File: src/rtl/nco_div_multi_if.sv
// Control/status bundle for nco_div_multi: per-channel reload data, strobes
// and modes in, divided outputs and prescaler tick back out.
interface nco_div_multi_if #(
   parameter int unsigned CH = 4,
   parameter int unsigned DW = 8
);
   logic [CH*DW-1:0] d;
   logic [CH-1:0]    ld;
   logic [CH-1:0]    en;
   logic [CH-1:0]    mode;
   logic [CH-1:0]    fout;
   logic [CH-1:0]    pending;
   logic             tick;

   modport master (
      output d, ld, en, mode,
      input  fout, pending, tick
   );

   modport slave (
      input  d, ld, en, mode,
      output fout, pending, tick
   );
endinterface

File: src/rtl/nco_div_multi.sv
// Multi-channel NCO divider: shared prescaler tick enable feeding CH
// independent 2^DW-modulo reload counters with shadowed divisor loading.
module nco_div_multi #(
   parameter int unsigned CLK_HZ  = 50_000_000,
   parameter int unsigned TICK_HZ = 50_000,
   parameter int unsigned CH      = 4,
   parameter int unsigned DW      = 8
) (
   input  logic            clk_50m,
   input  logic            reset,
   nco_div_multi_if.slave  bus
);

   localparam int unsigned PRE = CLK_HZ / TICK_HZ;
   localparam int unsigned PW  = (PRE > 1) ? $clog2(PRE) : 1;
   localparam logic [DW-1:0] MAX = '1;

   generate
      if (PRE < 2) begin : g_pre_check
         $error("nco_div_multi: CLK_HZ/TICK_HZ must be at least 2");
      end
   endgenerate

   logic [PW-1:0] pcnt;
   logic          tick_en;
   logic          tick_q;

   // Channels consume the pre-register condition so that fout updates on
   // the same edge that raises the registered tick output.
   assign tick_en = (pcnt == PW'(PRE - 1));

   always_ff @(posedge clk_50m or posedge reset) begin
      if (reset) begin
         pcnt   <= '0;
         tick_q <= 1'b0;
      end else begin
         tick_q <= tick_en;
         pcnt   <= tick_en ? '0 : pcnt + 1'b1;
      end
   end

   assign bus.tick = tick_q;

   logic [DW-1:0] cnt    [CH];
   logic [DW-1:0] act    [CH];
   logic [DW-1:0] shadow [CH];
   logic [CH-1:0] pending_q;
   logic [CH-1:0] fout_q;
   logic [CH-1:0] wrap;

   always_comb begin
      wrap = '0;
      for (int unsigned i = 0; i < CH; i++) begin
         wrap[i] = tick_en & bus.en[i] & (cnt[i] == MAX);
      end
   end

   always_ff @(posedge clk_50m or posedge reset) begin
      if (reset) begin
         for (int unsigned i = 0; i < CH; i++) begin
            cnt[i]    <= '0;
            act[i]    <= '0;
            shadow[i] <= '0;
         end
         pending_q <= '0;
         fout_q    <= '0;
      end else begin
         for (int unsigned i = 0; i < CH; i++) begin
            if (wrap[i]) begin
               cnt[i]       <= pending_q[i] ? shadow[i] : act[i];
               act[i]       <= pending_q[i] ? shadow[i] : act[i];
               pending_q[i] <= 1'b0;
            end else if (tick_en && bus.en[i]) begin
               cnt[i] <= cnt[i] + 1'b1;
            end
            fout_q[i] <= bus.mode[i] ? wrap[i] : (fout_q[i] ^ wrap[i]);
            // A load on the wrap edge lands after the reload, so it stays pending.
            if (bus.ld[i]) begin
               shadow[i]    <= bus.d[i*DW +: DW];
               pending_q[i] <= 1'b1;
            end
         end
      end
   end

   assign bus.fout    = fout_q;
   assign bus.pending = pending_q;

endmodule

File: src/flat_wrapper.sv
// flat-port wrapper written by rule: the top's interface ports become plain ports
module nco_div_multi_flat 
#(
   parameter int unsigned CLK_HZ  = 50_000_000,
   parameter int unsigned TICK_HZ = 50_000,
   parameter int unsigned CH      = 4,
   parameter int unsigned DW      = 8
)
  (clk_50m, reset, bus_d, bus_ld, bus_en, bus_mode, bus_fout, bus_pending, bus_tick);
  nco_div_multi_if #(.CH(CH), .DW(DW)) bus_i ();
  input  logic clk_50m;
  input  logic reset;
  input wire logic [$bits(bus_i.d)-1:0] bus_d;
  input wire logic [$bits(bus_i.ld)-1:0] bus_ld;
  input wire logic [$bits(bus_i.en)-1:0] bus_en;
  input wire logic [$bits(bus_i.mode)-1:0] bus_mode;
  output wire logic [$bits(bus_i.fout)-1:0] bus_fout;
  output wire logic [$bits(bus_i.pending)-1:0] bus_pending;
  output wire logic [$bits(bus_i.tick)-1:0] bus_tick;
  assign bus_i.d = bus_d;
  assign bus_i.ld = bus_ld;
  assign bus_i.en = bus_en;
  assign bus_i.mode = bus_mode;
  assign bus_fout = bus_i.fout;
  assign bus_pending = bus_i.pending;
  assign bus_tick = bus_i.tick;
  nco_div_multi #(.CLK_HZ(CLK_HZ), .TICK_HZ(TICK_HZ), .CH(CH), .DW(DW)) u_core (.clk_50m(clk_50m), .reset(reset), .bus(bus_i));
endmodule
File: config.mk
export PLATFORM = sky130hd
export DESIGN_NAME = nco_div_multi_flat
export DESIGN_NICKNAME = d
export VERILOG_FILES = /design/src/rtl/nco_div_multi_if.sv /design/src/rtl/nco_div_multi.sv /design/src/flat_wrapper.sv
export SDC_FILE = /design/constraint.sdc
export NUM_CORES = 1
export LEC_CHECK = 0
export ABC_AREA = 1
export CORE_MARGIN = 2
export CORE_UTILIZATION = 55
export CTS_CLUSTER_DIAMETER = 100
export DETAILED_ROUTE_END_ITERATION = 6
export PLACE_DENSITY_LB_ADDON = 0.25
export SKIP_LAST_GASP = 1
export SLEW_MARGIN = 20
export SYNTH_ARGS = -nofsm -noshare
export SYNTH_HDL_FRONTEND = slang
export SYNTH_SLANG_ARGS = --single-unit
File: constraint.sdc
create_clock -name clk_50m -period 10.3 [get_ports clk_50m]
set_clock_uncertainty 0.05 [all_clocks]
set_input_delay 2.575 -clock clk_50m [delete_from_list [all_inputs] [get_ports clk_50m]]
set_output_delay 2.575 -clock clk_50m [all_outputs]
set_load 0.02 [all_outputs]
==> summary.txt, run 1 <==
Run status
  – Status: completed

Synthesis
  – Distinct cell type count after synthesis: 34
  – EDFF count, synth: 0
  – Syn Nets: 812
  – Sequential share of the synthesized area: 48.0%
  – Top_reg_cell synth: dfrtp_1
  – Yosys warns: 0
  – #FFs+latches synth: 115
  – Avg Inst Size Synth: 7.89 um^2
  – Synth Instances: 761
  – Mapped Area: 0.00600 mm^2
  – Synth async-reset ratio: 100%

Clocking
  – Post CTS Setup Buffer Count: 0
  – Worst-path clk slew: 60 ps
  – CTS tree: done
  – TritonCTS Buffers: 17
  – Clock buffer depth: 2
  – CTS root buffer: clkbuf_8
  – Sink Count: 115
  – CTS HTree Levels: 4
  – Post-cts resize count: 0
  – Later-pin clock latency in the skew report: 520 ps
  – Hold buffers post-CTS: 0

Global routing
  – Vias in the first global route: 4,788
  – Gr ovfl total: 0
  – Total track usage: 22.8%
  – Initial antenna violation count: 0
  – Largest net degree at the start of global routing: 64
  – First-pass GRT wire length: 21,000 um

Setup path
  – Family with the most delay on the worst path: buffers and inverters
  – Buffers & Inverters on Critical Path: 1
  – CP required: 7680 ps
  – Crit path launch type: flop
  – Crit path kind: reg -> out
  – CP max-delay cell: clkdlybuf4s50_1
  – Critical path endpoint category: output port
  – Crit Path Max Fanout: 10
  – CP cell instances: clkdlybuf4s50_1
  – CP max stage delay: 660 ps
  – Crit path DAT: 1690 ps

Route
  – Via/cell ratio: 5.06
  – DR WL/cell: 12.7 um
  – Final ANT Viol Nets: 0
  – Drt total wl: 12,300 um
  – Number of remaining DRC errors: 0
  – Vias after detailed routing: 4,910
  – First drt pass iteration count: 5
  – Drt initial violations: 208

Floorplanning
  – Core Area: 0.0107 mm^2
  – Top-Level Pins: 55
  – Die Height: 108 um
  – Total die area: 0.0118 mm^2
  – Initial Utilization: 55.8%
  – Row cnt: 38
  – Die W: 108 um

Power and ir drop
  – Peak supply drop: 91.9 uV
  – Total power: 1.07 mW
  – Pleak: 4.05 nW
  – PD cells: 149 mW/mm^2

Cells and area
  – Most frequent cells in the layout: 289 x nand2_1, 115 x dfrtp_1, 113 x inv_1
  – NumNets Final: 872
  – Ratio of cells with drive above 1 in the final layout: 9.03%
  – Synth-to-layout area growth: 19.7%
  – ANT cells: 0
  – Utilization after layout: 66.8%
  – Most common cell after layout, fill and taps aside: nand2_1
  – Post-route cell area: 0.00718 mm^2

Place
  – Post-DP HPWL: 8380 um
  – Count of input and output buffers: 54
  – Area of placed instances: 0.00663 mm^2
  – Placer congestion estimate: 0.865

Timing
  – Fin crit period: 4320 ps
  – Final setup violation count: 0
  – Worst-Margin Slew: 796 ps
  – TNS Setup: 0 ps
  – Slew headroom: 47.0%
  – Peak Freq: 232 MHz
  – Hold slack: 421 ps
  – Final period util: 41.9%
  – Unrepaired setup endpoints after global routing: false
  – Final Hold Fails: 0
  – Slew Viols, Final: 0

Worst hold path
  – Min-Delay Path Class: reg -> reg

Job
  – Max-Cap Viols: 0
==> worst min-delay path, delay by kind of cell, from the launching register on <==
kind,cells,cell delay [ps]
DFF,1,340
and+or+nand+nor,2,90
==> per-stage QoR <==
step,setup WS [ps],instances
finish,5980,971
global route,5920,971
CTS,5970,971
detailed placement,5880,942
global placement,5910,942
floorplan,4630,761
==> registers in the layout (all words and copies together) (netlist names) <==
name,cells
u_core.act,32
u_core.cnt,32
u_core.shadow,32
u_core.pcnt,10
u_core.bus.fout,4
u_core.bus.pending,4
u_core.bus.tick,1
==> Yosys cell counts (2+ instances only) <==
cell type	count	area share, %
ha_1	5	1.0
nor3_1	2	0.17
nor2_4	2	0.38
dfrtp_1	115	48
nand4_4	4	1.4
nand3_2	2	0.33
buf_2	3	0.25
o21a_1	2	0.25
a21boi_0	6	0.75
o211ai_1	8	1.0
nor2_2	5	0.52
xnor2_2	3	0.81
or2_2	2	0.21
nor2_1	23	1.4
inv_2	8	0.50
xor2_1	14	2.0
nand3_1	22	1.8
nand3_4	3	0.88
o21ai_2	8	1.2
buf_6	5	0.94
nor2_8	2	0.67
clkbuf_1	6	0.38
nand4_1	12	1.3
o21ai_0	37	3.1
xnor2_1	4	0.58
a21oi_1	46	3.8
nand2_2	4	0.42
inv_1	114	7.1
nand2_1	289	18
==> cell type report <==
cell class	instances	area, um^2
clock buffers	24	500
clock inverters	5	50.0
fillers	884	3560
inverters	123	464
multi-input cells	509	2570
flip-flops and latches	115	2880
well taps	140	175
repair buffers	55	548
==> where the power goes <==
group          switching, mW  internal, mW  leakage (nW)
Clock                  0.194         0.352         0.278
Sequential           0.00493         0.464          1.34
Combinational         0.0320        0.0247          2.43
Total                  0.231         0.840          4.05
==> metal layers <==
metal | vias up | routed length [um] | global-route usage, %
li1 | 2485 | - | -
met1 | 2302 | 5510 | 28.5
met2 | 102 | 6070 | 38.4
met3 | 21 | 502 | 5.36
met4 | 0 | 235 | 8.97
met5 | - | 0 | 0
==> logic make-up (layout without fill, tap and decap cells) <==
group | after synthesis | count (layout) | synth area share [%]
multiplexers | 1 | 1 | 0.188
AO/OA/AOI/OAI | 108 | 108 | 10.2
buffers and inverters | 137 | 207 | 9.26
XOR/XNOR | 21 | 21 | 3.44
flip-flops | 115 | 115 | 48.0
adder cells (fa/ha/maj) | 5 | 5 | 1.04
AND/OR/NAND/NOR | 374 | 374 | 27.9
==> worst paths after layout <==
check	startpoint	end	slack, ps	cells after the start
worst max-delay path	u_core.bus.pending[3]	bus_pending[3]	5980	1
worst min-delay path	u_core.shadow[6]	u_core.shadow[6]	420	2
worst max register to register	u_core.pcnt[3]	u_core.cnt[25]	8280	6
worst min register to register	u_core.shadow[6]	u_core.shadow[6]	420	2
max in group asynchronous	reset	u_core.pcnt[8]	6500	3
min in group asynchronous	reset	u_core.cnt[7]	2450	2
(Power assumes the default switching activity.)
==> run 2: changes to the inputs <==
Clock period 10.3 ns to 4 ns, I/O delays scaled along.
==> run 2 against run 1 <==
  * Clock power grew to 2.8 times the previous value
  * Cell area is 1.1% higher
  * First-iteration DRC count rose by 37%
  * Combinational power grew to 2.6 times the previous value
  * Routed wire length grew 0.54%
  * Die area did not move
  * Power grew to 2.7 times the previous value
  * Clock-buffer cell count decreased by 7
  * Flip-flop and latch count unchanged
  * Highest routed layer unchanged
==> summary.txt, run 2 (synthesis results as in run 1) <==
Run status
  – Status: completed

Setup path
  – Crit path launch type: flop
  – Critical path endpoint category: output port
  – Crit path kind: reg -> out
  – Family with the most delay on the worst path: buffers and inverters
  – CP cell instances: clkdlybuf4s50_1
  – Buffers & Inverters on Critical Path: 1 (unchanged)
  – CP required: 2950 ps (-4730 ps)
  – Crit path DAT: 1710 ps (+20 ps)
  – Crit Path Max Fanout: 10 (unchanged)
  – CP max-delay cell: clkdlybuf4s50_1
  – CP max stage delay: 670 ps (about the same)

Route
  – Final ANT Viol Nets: 0 (unchanged)
  – Drt total wl: 12,400 um (+0.54%)
  – First drt pass iteration count: 5 (unchanged)
  – Number of remaining DRC errors: 0 (unchanged)
  – Highest metal used: met4
  – Met3 WL: 489 um (-2.6%)
  – Drt initial violations: 285 (+37%)
  – Wire length on met1: 5400 um (-1.9%)
  – Met2 WL: 6160 um (+1.5%)
  – DR WL/cell: 12.7 um (+0.13%)
  – Via/cell ratio: 5.11 (+1.1%)
  – Vias after detailed routing: 4,984 (+1.5%)

Floorplanning
  – Die Height: 108 um (unchanged)
  – Core Area: 0.0107 mm^2 (unchanged)
  – Initial Utilization: 55.8% (unchanged)
  – Row cnt: 38 (unchanged)
  – Die W: 108 um (unchanged)
  – Total die area: 0.0118 mm^2 (unchanged)
  – Top-Level Pins: 55 (unchanged)

Clocking
  – Hold buffers post-CTS: 0 (unchanged)
  – CTS HTree Levels: 4 (unchanged)
  – CTS root buffer: clkbuf_8
  – Post CTS Setup Buffer Count: 0 (unchanged)
  – TritonCTS Buffers: 17 (unchanged)
  – Worst-path clk slew: 60 ps (about the same)
  – Post-cts resize count: 0 (unchanged)
  – Sink Count: 115 (unchanged)
  – Later-pin clock latency in the skew report: 530 ps (about the same)
  – Clock buffer depth: 2 (unchanged)
  – CTS tree: done

Power and ir drop
  – Pleak: 4.06 nW (+0.10%)
  – PD cells: 396 mW/mm^2 (+170%)
  – Total power: 2.88 mW (+170%)
  – Peak supply drop: 314 uV (+240%)

Timing
  – Hold slack: 423 ps (+1.95 ps)
  – TNS Setup: 0 ps (unchanged)
  – Slew Viols, Final: 0 (unchanged)
  – Final setup violation count: 0 (unchanged)
  – Final period util: 69.1%
  – Unrepaired setup endpoints after global routing: false
  – PnR worst setup slack: 1240 ps (-4750 ps)
  – Slew headroom: 44.9% (-2.0 points)
  – Worst-Margin Slew: 825 ps (+29.0 ps)
  – Fin crit period: 2760 ps
  – Peak Freq: 362 MHz
  – Final Hold Fails: 0 (unchanged)

Global routing
  – First-pass GRT wire length: 21,700 um (+3.2%)
  – Initial antenna violation count: 0 (unchanged)
  – Gr ovfl total: 0 (unchanged)
  – Vias in the first global route: 5,049 (+5.5%)
  – Largest net degree at the start of global routing: 44 (-31%)
  – Total track usage: 23.7% (+0.86 points)

Cells and area
  – Largest regs: u_core.act (32), u_core.cnt (32), u_core.shadow (32)
  – ANT cells: 0 (unchanged)
  – Most frequent cells in the layout: 289 x nand2_1, 115 x dfrtp_1, 113 x inv_1
  – Most common cell after layout, fill and taps aside: nand2_1
  – Synth-to-layout area growth: 21.1%
  – Ratio of cells with drive above 1 in the final layout: 9.58% (+0.56 points)
  – NumNets Final: 873 (+0.11%)

Job
  – Max-Cap Viols: 0 (unchanged)

Place
  – Post-DP HPWL: 8610 um (+2.8%)
  – DP Worst Slack: 1420 ps (-4460 ps)
  – Placer congestion estimate: 0.858 (-0.82%)
  – Count of input and output buffers: 54 (unchanged)

Worst hold path
  – Min-Delay Path Class: reg -> reg
## run 2: path summary, 6_finish.rpt
path                                       startpoint          endpoint  slack (ps)  cells past startpoint
max in group asynchronous                       reset    u_core.pcnt[0]        2300                      3
worst max-delay path            u_core.bus.pending[3]    bus_pending[3]        1240                      1
min in group asynchronous                       reset     u_core.cnt[4]         920                      2
worst min-delay path                 u_core.shadow[8]  u_core.shadow[8]         420                      2
worst max register to register         u_core.pcnt[0]    u_core.cnt[25]        2050                      6
worst min register to register       u_core.shadow[8]  u_core.shadow[8]         420                      2
## run 2: metrics by stage
| stage | cells | util [%] | cell area, um^2 |
|---|---|---|---|
| detailed placement | 943 | 62.0 | 6670 |
| floorplan | 761 | - | 6000 |
| CTS | 975 | 67.6 | 7260 |
| global route | 975 | 67.6 | 7260 |
| global placement | 943 | 62.0 | 6670 |
| finish | 975 | 67.6 | 7260 |
## run 2: cell type report
class | instances | area (um^2)
Tap cell | 140 | 175
Sequential cell | 115 | 2880
Inverter | 123 | 465
Multi-Input combinational cell | 509 | 2570
Fill cell | 912 | 3480
Clock inverter | 15 | 184
Timing Repair Buffer | 56 | 581
Clock buffer | 17 | 414
## run 2: routing by layer
metal / track usage, % / up-vias
met1: 28.1 / 2340
met5: 0 / -
li1: - / 2500
met3: 5.79 / 31
met2: 39.9 / 113
met4: 12.4 / 0
## run 2: power breakdown
| part | leakage [nW] | switching [mW] | internal [mW] | total [mW] |
|---|---|---|---|---|
| Combinational | 2.44 | 0.0825 | 0.0670 | 0.149 |
| Sequential | 1.34 | 0.0130 | 1.19 | 1.21 |
| Clock | 0.273 | 0.569 | 0.952 | 1.52 |
| Total | 4.06 | 0.665 | 2.21 | 2.88 |
==> run 3: changes to the inputs <==
Settings changed: CORE_UTILIZATION 55 to 52.
Clock period 4 ns to 2.5 ns, I/O delays scaled along.
==> run 3 against run 2 <==
  * Power grew 59%
  * Cell count increased by 0.51%
  * Non-clock buffer count is 2 higher
  * Die area up 5.6%
  * Via count is 0.88% lower
  * Clock power is 58% higher
  * Core utilization decreased by 3.2 points
  * Cell area up 0.31%
  * Sequential power is 60% higher
  * Hold slack got worse by 4.4 ps
  * First-iteration DRC count is 5.3% higher
  * Clock-buffer cell count up 5
  * Critical path type unchanged
  * Largest power group unchanged
==> summary.txt, run 3 (synthesis results as in run 1) <==
Timing
  – Final setup violation count: 0 (unchanged)
  – Worst-Margin Slew: 491 ps (-334 ps)
  – Final period util: 91.4%
  – Slew Viols, Final: 0 (unchanged)
  – Final Hold Fails: 0 (unchanged)
  – Slew headroom: 67.2% (+22 points)
  – Unrepaired setup endpoints after global routing: false
  – TNS Setup: 0 ps (unchanged)
  – Peak Freq: 438 MHz
  – Fin crit period: 2280 ps

Clocking
  – Worst-path clk slew: 50 ps (about the same)
  – Hold buffers post-CTS: 0 (unchanged)
  – Post-cts resize count: 0 (unchanged)
  – CTS HTree Levels: 4 (unchanged)
  – Later-pin clock latency in the skew report: 420 ps (-110 ps)
  – CTS root buffer: clkbuf_16
  – Clock buffer depth: 2 (unchanged)
  – Post CTS Setup Buffer Count: 0 (unchanged)
  – TritonCTS Buffers: 17 (unchanged)
  – CTS tree: done
  – Sink Count: 115 (unchanged)

Power and ir drop
  – Pleak: 4.09 nW (+0.82%)
  – Total power: 4.57 mW (+59%)
  – PD cells: 627 mW/mm^2 (+58%)
  – Peak supply drop: 587 uV (+87%)

Setup path
  – Crit path kind: reg -> out
  – Crit path launch type: flop
  – Crit path DAT: 1610 ps (-100 ps)
  – CP max-delay cell: clkdlybuf4s50_1
  – Crit Path Max Fanout: 10 (unchanged)
  – CP max stage delay: 670 ps (about the same)
  – CP required: 1820 ps (-1130 ps)
  – CP cell instances: clkdlybuf4s50_1
  – Critical path endpoint category: output port
  – Buffers & Inverters on Critical Path: 1 (unchanged)
  – R2r setup slk: 470 ps (-1580 ps)
  – Family with the most delay on the worst path: buffers and inverters

Route
  – Drt initial violations: 300 (+5.3%)
  – Final ANT Viol Nets: 0 (unchanged)
  – First drt pass iteration count: 4 (-1)
  – Vias after detailed routing: 4,940 (-0.88%)
  – Via/cell ratio: 5.04 (-1.4%)
  – DR WL/cell: 12.4 um (-2.3%)
  – Number of remaining DRC errors: 0 (unchanged)
  – Drt total wl: 12,200 um (-1.8%)

Cells and area
  – NumNets Final: 875 (+0.23%)
  – Synth-to-layout area growth: 21.4%
  – ANT cells: 0 (unchanged)
  – Largest regs: u_core.act (32), u_core.cnt (32), u_core.shadow (32)
  – Most frequent cells in the layout: 289 x nand2_1, 115 x dfrtp_1, 113 x inv_1
  – Ratio of cells with drive above 1 in the final layout: 9.68% (+0.097 points)
  – Post-Layout Cell Count: 980 (+0.51%)
  – Most common cell after layout, fill and taps aside: nand2_1

Floorplanning
  – Die W: 111 um (+2.7%)
  – Initial Utilization: 53.0% (-2.8 points)
  – Die Height: 111 um (+2.7%)
  – Row cnt: 39 (+2.6%)
  – Core Area: 0.0113 mm^2 (+5.4%)
  – Total die area: 0.0124 mm^2 (+5.6%)
  – Top-Level Pins: 55 (unchanged)

Place
  – Post-DP HPWL: 8500 um (-1.4%)
  – Placed insts: 948 (+0.53%)
  – Placer congestion estimate: 0.844 (-1.6%)
  – Count of input and output buffers: 54 (unchanged)

Job
  – Max-Cap Viols: 0 (unchanged)

Global routing
  – First-pass GRT wire length: 21,700 um (-0.13%)
  – Initial antenna violation count: 0 (unchanged)
  – Vias in the first global route: 4,906 (-2.8%)
  – Gr ovfl total: 0 (unchanged)
  – Largest net degree at the start of global routing: 47 (+6.8%)
  – Total track usage: 21.5% (-2.2 points)

Worst hold path
  – Min-Delay Path Class: reg -> reg

Run status
  – Status: completed
-- run 3: stage by stage --
stage | instance area (um^2) | util (%) | hold slack (ps) | setup slack (ps)
after floorplan | 6000 | - | 392 | 426
after global placement | 6700 | 59.2 | 405 | 406
after detailed placement | 6700 | 59.2 | 408 | 300
after CTS | 7290 | 64.4 | 423 | 197
after global routing | 7290 | 64.4 | 440 | 164
final | 7290 | 64.4 | 418 | 215
-- run 3: final cells by class --
class | instances | area, um^2
inverter | 123 | 465
clock buffer | 22 | 484
clock inverter | 10 | 105
timing repair buffer | 58 | 608
sequential | 115 | 2880
multi-input combinational | 509 | 2570
tap | 143 | 179
fill | 971 | 4030
-- run 3: path summary, 6_finish.rpt --
path | startpoint | endpoint | cells past startpoint
max in group asynchronous | reset | u_core.cnt[13] | 3
hold reg to reg | u_core.shadow[2] | u_core.shadow[2] | 2
setup reg to reg | u_core.pcnt[0] | u_core.cnt[25] | 6
hold / removal | u_core.shadow[2] | u_core.shadow[2] | 2
min in group asynchronous | reset | u_core.cnt[2] | 2
setup / recovery | u_core.bus.pending[2] | bus_pending[2] | 1
-- run 3: power by group --
part	internal [mW]	switching (mW)	total, mW
Combinational	0.110	0.130	0.240
Sequential	1.91	0.0203	1.93
Clock	1.56	0.843	2.40
Total	3.58	0.993	4.57
-- run 3: routing by layer --
metal	vias to the layer above	wire [um]	track usage (%)
met5	-	0	0
met4	0	226	9.38
met3	17	405	4.84
met2	83	6100	37.2
met1	2342	5430	25.8
li1	2498	-	-
-- run 3: worst min-delay path: stages (launching register included) --
cell     delay (ps)
dfrtp_1         340
nand2_1          50
nand2_1          40
